**src/rtl/mem_resp_pkg.sv**
```systemverilog
// Shared types and default widths for the two-core memory request responder.
package mem_resp_pkg;

  localparam int ADRS_W_DEF = 11;
  localparam int DATA_W_DEF = 32;

  typedef enum logic [1:0] {
    ST_IDLE,
    ST_ACCESS,
    ST_CAPTURE,
    ST_RESP
  } state_t;

  typedef enum logic {
    OP_LOAD,
    OP_STORE
  } op_t;

endpackage

```
**src/rtl/rr_arbiter2.sv**
```systemverilog
// Two-requester round-robin arbiter; the last winner loses the next tie.
module rr_arbiter2 (
  input  logic       clk,
  input  logic       resetn,
  input  logic [1:0] i_req,
  input  logic       i_take,
  output logic       o_gnt,
  output logic       o_any
);

  logic r_last;

  assign o_any = |i_req;
  assign o_gnt = (&i_req) ? ~r_last : i_req[1];

  // Reset to core 1 so core 0 wins the first tie.
  always_ff @(posedge clk or negedge resetn) begin
    if (!resetn)              r_last <= 1'b1;
    else if (i_take && o_any) r_last <= o_gnt;
  end

endmodule

```
**src/rtl/mem_request_responder.sv**
```systemverilog
// Serves load/store requests from two cores onto one single-port memory,
// one transaction at a time, with four-phase request/valid handshakes.
module mem_request_responder
  import mem_resp_pkg::*;
#(
  parameter int ADRS_W = ADRS_W_DEF,
  parameter int DATA_W = DATA_W_DEF
) (
  input  logic              clk,
  input  logic              resetn,
  input  logic [1:0]        rd_req,
  input  logic [ADRS_W-1:0] rd_adrs0,
  input  logic [ADRS_W-1:0] rd_adrs1,
  input  logic [1:0]        wr_req,
  input  logic [ADRS_W-1:0] wr_adrs0,
  input  logic [ADRS_W-1:0] wr_adrs1,
  input  logic [DATA_W-1:0] wr_data0,
  input  logic [DATA_W-1:0] wr_data1,
  output logic [1:0]        rd_valid,
  output logic [DATA_W-1:0] rd_data0,
  output logic [DATA_W-1:0] rd_data1,
  output logic [1:0]        wr_valid,
  output logic              mem_en,
  output logic              mem_we,
  output logic [ADRS_W-1:0] mem_adrs,
  output logic [DATA_W-1:0] mem_wdata,
  input  logic [DATA_W-1:0] mem_rdata
);

  state_t            r_state, w_next;
  logic              r_core;
  op_t               r_op;
  logic [ADRS_W-1:0] r_adrs;
  logic [DATA_W-1:0] r_wdata;
  logic [1:0]        r_rd_done, r_wr_done;
  logic [DATA_W-1:0] r_rd_data0, r_rd_data1;

  logic [1:0] w_elig_rd, w_elig_wr;
  logic       w_gnt, w_any, w_grant;

  // A completed request stays ineligible until its requester lowers it.
  assign w_elig_rd = rd_req & ~r_rd_done;
  assign w_elig_wr = wr_req & ~r_wr_done;
  assign w_grant   = (r_state == ST_IDLE) && w_any;

  rr_arbiter2 u_arb (
    .clk    (clk),
    .resetn (resetn),
    .i_req  (w_elig_rd | w_elig_wr),
    .i_take (w_grant),
    .o_gnt  (w_gnt),
    .o_any  (w_any)
  );

  // Latch the granted transaction; a store beats a load from the same core.
  always_ff @(posedge clk or negedge resetn) begin
    if (!resetn) begin
      r_core  <= 1'b0;
      r_op    <= OP_LOAD;
      r_adrs  <= '0;
      r_wdata <= '0;
    end else if (w_grant) begin
      r_core  <= w_gnt;
      r_wdata <= w_gnt ? wr_data1 : wr_data0;
      if (w_elig_wr[w_gnt]) begin
        r_op   <= OP_STORE;
        r_adrs <= w_gnt ? wr_adrs1 : wr_adrs0;
      end else begin
        r_op   <= OP_LOAD;
        r_adrs <= w_gnt ? rd_adrs1 : rd_adrs0;
      end
    end
  end

  always_ff @(posedge clk or negedge resetn) begin
    if (!resetn) r_state <= ST_IDLE;
    else         r_state <= w_next;
  end

  always_comb begin
    w_next   = r_state;
    mem_en   = 1'b0;
    mem_we   = 1'b0;
    rd_valid = '0;
    wr_valid = '0;
    case (r_state)
      ST_IDLE: begin
        if (w_any) w_next = ST_ACCESS;
      end
      ST_ACCESS: begin
        mem_en = 1'b1;
        mem_we = (r_op == OP_STORE);
        w_next = (r_op == OP_STORE) ? ST_RESP : ST_CAPTURE;
      end
      ST_CAPTURE: begin
        w_next = ST_RESP;
      end
      ST_RESP: begin
        if (r_op == OP_STORE) wr_valid[r_core] = 1'b1;
        else                  rd_valid[r_core] = 1'b1;
        w_next = ST_IDLE;
      end
      default: w_next = ST_IDLE;
    endcase
  end

  assign mem_adrs  = r_adrs;
  assign mem_wdata = r_wdata;

  // Done flags set by the valid pulse, cleared whenever the request is low.
  always_ff @(posedge clk or negedge resetn) begin
    if (!resetn) begin
      r_rd_done <= '0;
      r_wr_done <= '0;
    end else begin
      r_rd_done <= rd_req & (r_rd_done | rd_valid);
      r_wr_done <= wr_req & (r_wr_done | wr_valid);
    end
  end

  always_ff @(posedge clk or negedge resetn) begin
    if (!resetn) begin
      r_rd_data0 <= '0;
      r_rd_data1 <= '0;
    end else if (r_state == ST_CAPTURE) begin
      if (r_core) r_rd_data1 <= mem_rdata;
      else        r_rd_data0 <= mem_rdata;
    end
  end

  assign rd_data0 = r_rd_data0;
  assign rd_data1 = r_rd_data1;

endmodule

```
**config.mk**
```make
export PLATFORM = sky130hd
export DESIGN_NAME = mem_request_responder
export DESIGN_NICKNAME = d
export VERILOG_FILES = /design/src/rtl/mem_resp_pkg.sv /design/src/rtl/rr_arbiter2.sv /design/src/rtl/mem_request_responder.sv
export SDC_FILE = /design/constraint.sdc
export NUM_CORES = 1
export LEC_CHECK = 0
export CAP_MARGIN = 20
export CORE_MARGIN = 5
export CORE_UTILIZATION = 40
export DETAILED_ROUTE_END_ITERATION = 7
export GPL_TIMING_DRIVEN = 1
export PLACE_DENSITY = 0.82
export SLEW_MARGIN = 20
export SYNTH_ARGS = -nofsm -noshare
export SYNTH_HDL_FRONTEND = slang
export SYNTH_HIERARCHICAL = 1
export SYNTH_SLANG_ARGS = --single-unit
```
**constraint.sdc**
```tcl
create_clock -name clk -period 2.76 [get_ports clk]
set_clock_uncertainty 0.1 [all_clocks]
set_input_delay 0.69 -clock clk [delete_from_list [all_inputs] [get_ports clk]]
set_output_delay 0.69 -clock clk [all_outputs]
set_load 0.02 [all_outputs]
```
==> flow_summary.json <==
{
  "grt_max_degree": 47,
  "outcome": "finished, final reports clean",
  "rsz0062_at_grt": "false",
  "synth_top_flop_cell": "dfrtp_1",
  "synth_cell_type_count": 34,
  "wl_met1_um": 5649,
  "async_reset_ff_share_pct": 100.0,
  "finalHoldViolCount": 0,
  "maxSlewViolCount": 0,
  "wl_um": 14860,
  "synthesis.nets": 554,
  "netlist_area_mm2": 0.005159,
  "worstSetupPathType": "flip-flop to primary output",
  "core.rowCount": 41,
  "rr_endpoint": "mem_adrs[3]$_DFFE_PN0P_",
  "max_freq_mhz": 374.6,
  "leakagePower_nw": 3.714,
  "synth_commonest_cells": "dfrtp_1 (115), mux2_2 (74), nand2_1 (50)",
  "track_usage_pct": 19.54,
  "grt_overflow": 0,
  "die-area_mm2": 0.01527,
  "path_depth": 3,
  "slew_headroom_pct": 60.06,
  "cts_htree_levels": 4,
  "design.core.area_mm2": 0.01262,
  "critPathRequiredTime_ns": 1.97,
  "p_total_mw": 10.69,
  "worstSkewPairLatency_ns": 0.40,
  "period_needed_ns": 2.669,
  "wl_met2_um": 7351,
  "grt_pass1_wl_um": 22950,
  "maxUsedRoutingLayer": "met4",
  "crit_path_max_fanout": 5,
  "ys_ff_latch": 116,
  "synthTopCellsByArea": "dfrtp_1 (56%), mux2_2 (16%), mux2i_1 (8.3%)",
  "reg2regPathDepth": 5,
  "layout-drive-gt1-share_pct": 19.88,
  "power.density_mw_per_mm2": 1239,
  "grt_pass1_vias": 4434,
  "critPathArrivalTime_ns": 1.88,
  "dr.pass1.iters": 4,
  "yosys.area.top_type": "dfrtp_1",
  "first_iter_violations": 223,
  "dpl.cell_count": 824,
  "tightest_slew_ns": 0.5991,
  "synth_top_area_share_pct": 55.78,
  "crit_chain": "ha_1, and3_1, clkdlybuf4s50_1",
  "avgSynthCellArea_um2": 12.80,
  "place_hpwl_um": 11400,
  "postCtsSetupBuffers": 0,
  "wl_met3_um": 1636,
  "stdcell_count": 856,
  "antennaDiodeCount": 0,
  "synth_most_common_cell": "dfrtp_1",
  "ioPinCount": 259,
  "worst_path_largest_cell_delay_ns": 0.62,
  "numClockSinks": 116,
  "critPathSlowestCell": "clkdlybuf4s50_1",
  "min_path_type": "input port to async pin",
  "die_h_um": 123.6,
  "drtAntennaViolNets": 0,
  "netlist_instances": 403,
  "r2r-start": "r_wr_done[0]$_DFF_PN0_",
  "cts-buffers-inserted": 17,
  "start_util_pct": 40.88,
  "routabilityCongestion": 0.8157,
  "cp_num_buf_inv": 1,
  "drc_errors": 0,
  "cts_tree": "built",
  "root_buffer": "clkbuf_16",
  "yosysWarnings": 6,
  "wl_per_cell_um": 17.35,
  "vias_per_cell": 4.930,
  "seq_area_frac_synth_pct": 56.29,
  "clk_pin_slew_ns": 0.05,
  "clockBufferDepth": 2,
  "dr_total_vias": 4220,
  "vdd_drop_max_uv": 461.1,
  "antenna_found_initial": 0,
  "worst_slack_ns": 0.09073,
  "rrSetupSlack_ns": 0.73,
  "cp_top_family": "buffers and inverters",
  "fin_crit_sh_pct": 96.71,
  "synth_edf_count": 0,
  "crit_path_end_kind": "primary output",
  "io_buffers": 258,
  "nets": 822,
  "syn_to_final_growth_pct": 67.26,
  "dp_slack_ns": -0.1061,
  "cap_violations": 0,
  "die_w_um": 123.6,
  "setup_viol": 0,
  "worstSetupStartpointType": "flip-flop"
}
[per-layer routing]
layer,track usage [%],up-vias
met1,22.73,2007
met2,32.89,218
met3,8.005,22
met4,6.298,0
li1,-,1973
met5,0,-
[cell families after synthesis]
kind of cell    count (synthesis)  synth area share [%]
mux                           119                 24.93
flops                         116                 56.29
simple gates                   77                 6.865
compound gates                 53                 7.567
buf+inv                        33                 3.129
fa+ha+maj                       5                 1.213
[per-stage QoR]
stage                     util (%)  setup TNS, ns  instance area [um2]  hold slack [ns]
after global routing         68.37              0                 8628           0.2357
after detailed placement     63.47        -0.2012                 8010           0.3698
after CTS                    68.33              0                 8623           0.2082
after global placement       63.47              0                 8010           0.3606
final                        68.37              0                 8628           0.1841
after floorplan                  -              0                 5159           0.2944
[final cells by class]
| type | count | area, um2 |
|---|---|---|
| multi-input cells | 254 | 2107 |
| clock inverters | 13 | 181.4 |
| clock buffers | 19 | 432.9 |
| inverters | 7 | 26.28 |
| flip-flops and latches | 116 | 2904 |
| well taps | 172 | 215.2 |
| fillers | 928 | 3991 |
| repair buffers | 275 | 2761 |
[cells in the final DEF, fill, tap and decap left out, types with 2 or more instances in the layout]
master and count:
mux2i_1 43, inv_6 2, mux2_2 74, clkinvlp_4 2, o21a_1 2, clkbuf_16 17, clkdlybuf4s50_1 254, dfrtp_1 115
ha_1 5, clkbuf_1 2, nor2_1 6, clkinv_2 4, o22ai_1 2, o21ai_0 33, mux2_1 2, nand2_1 49
nand4_1 11, o311ai_0 2, bufinv_16 4, buf_12 4, buf_4 14, o31ai_1 2, inv_1 7, o311ai_2 9
dlymetal6s2s_1 2
[worst max-delay path by stage]
stage                            from  slack [ns]                       to
2_1_floorplan               wr_req[1]        0.42  mem_adrs[1]$_DFFE_PN0P_
3_3_place_gp                wr_req[0]        0.02  mem_adrs[4]$_DFFE_PN0P_
3_5_place_dp                wr_req[0]       -0.11  mem_adrs[3]$_DFFE_PN0P_
4_1_cts        r_state[0]$_DFFE_PN0P_        0.03              rd_valid[1]
5_1_grt        r_state[0]$_DFFE_PN0P_        0.02              wr_valid[0]
6_report       r_state[0]$_DFFE_PN0P_        0.09              wr_valid[1]
[registers in the layout (all words and copies together) (netlist names)]
name	count
r_state	2
rd_data0	32
rd_data1	32
r_op	1
u_arb/r_last	1
mem_adrs	11
mem_wdata	32
r_wr_done	2
r_core	1
r_rd_done	2
[power breakdown]
part / switching (mW) / internal, mW / leakage, nW
logic: 2.62 / 2.73 / 2.03
registers: 0.492 / 2.58 / 1.39
clock network: 0.763 / 1.51 / 0.298
total: 3.88 / 6.82 / 3.71
[repair_timing]
item / CTS / global route
gates resized for setup: 1 / 2
endpoints found under the setup margin: 1 / 2
hold buffers: 0 / 0
(Power assumes the default switching activity.)
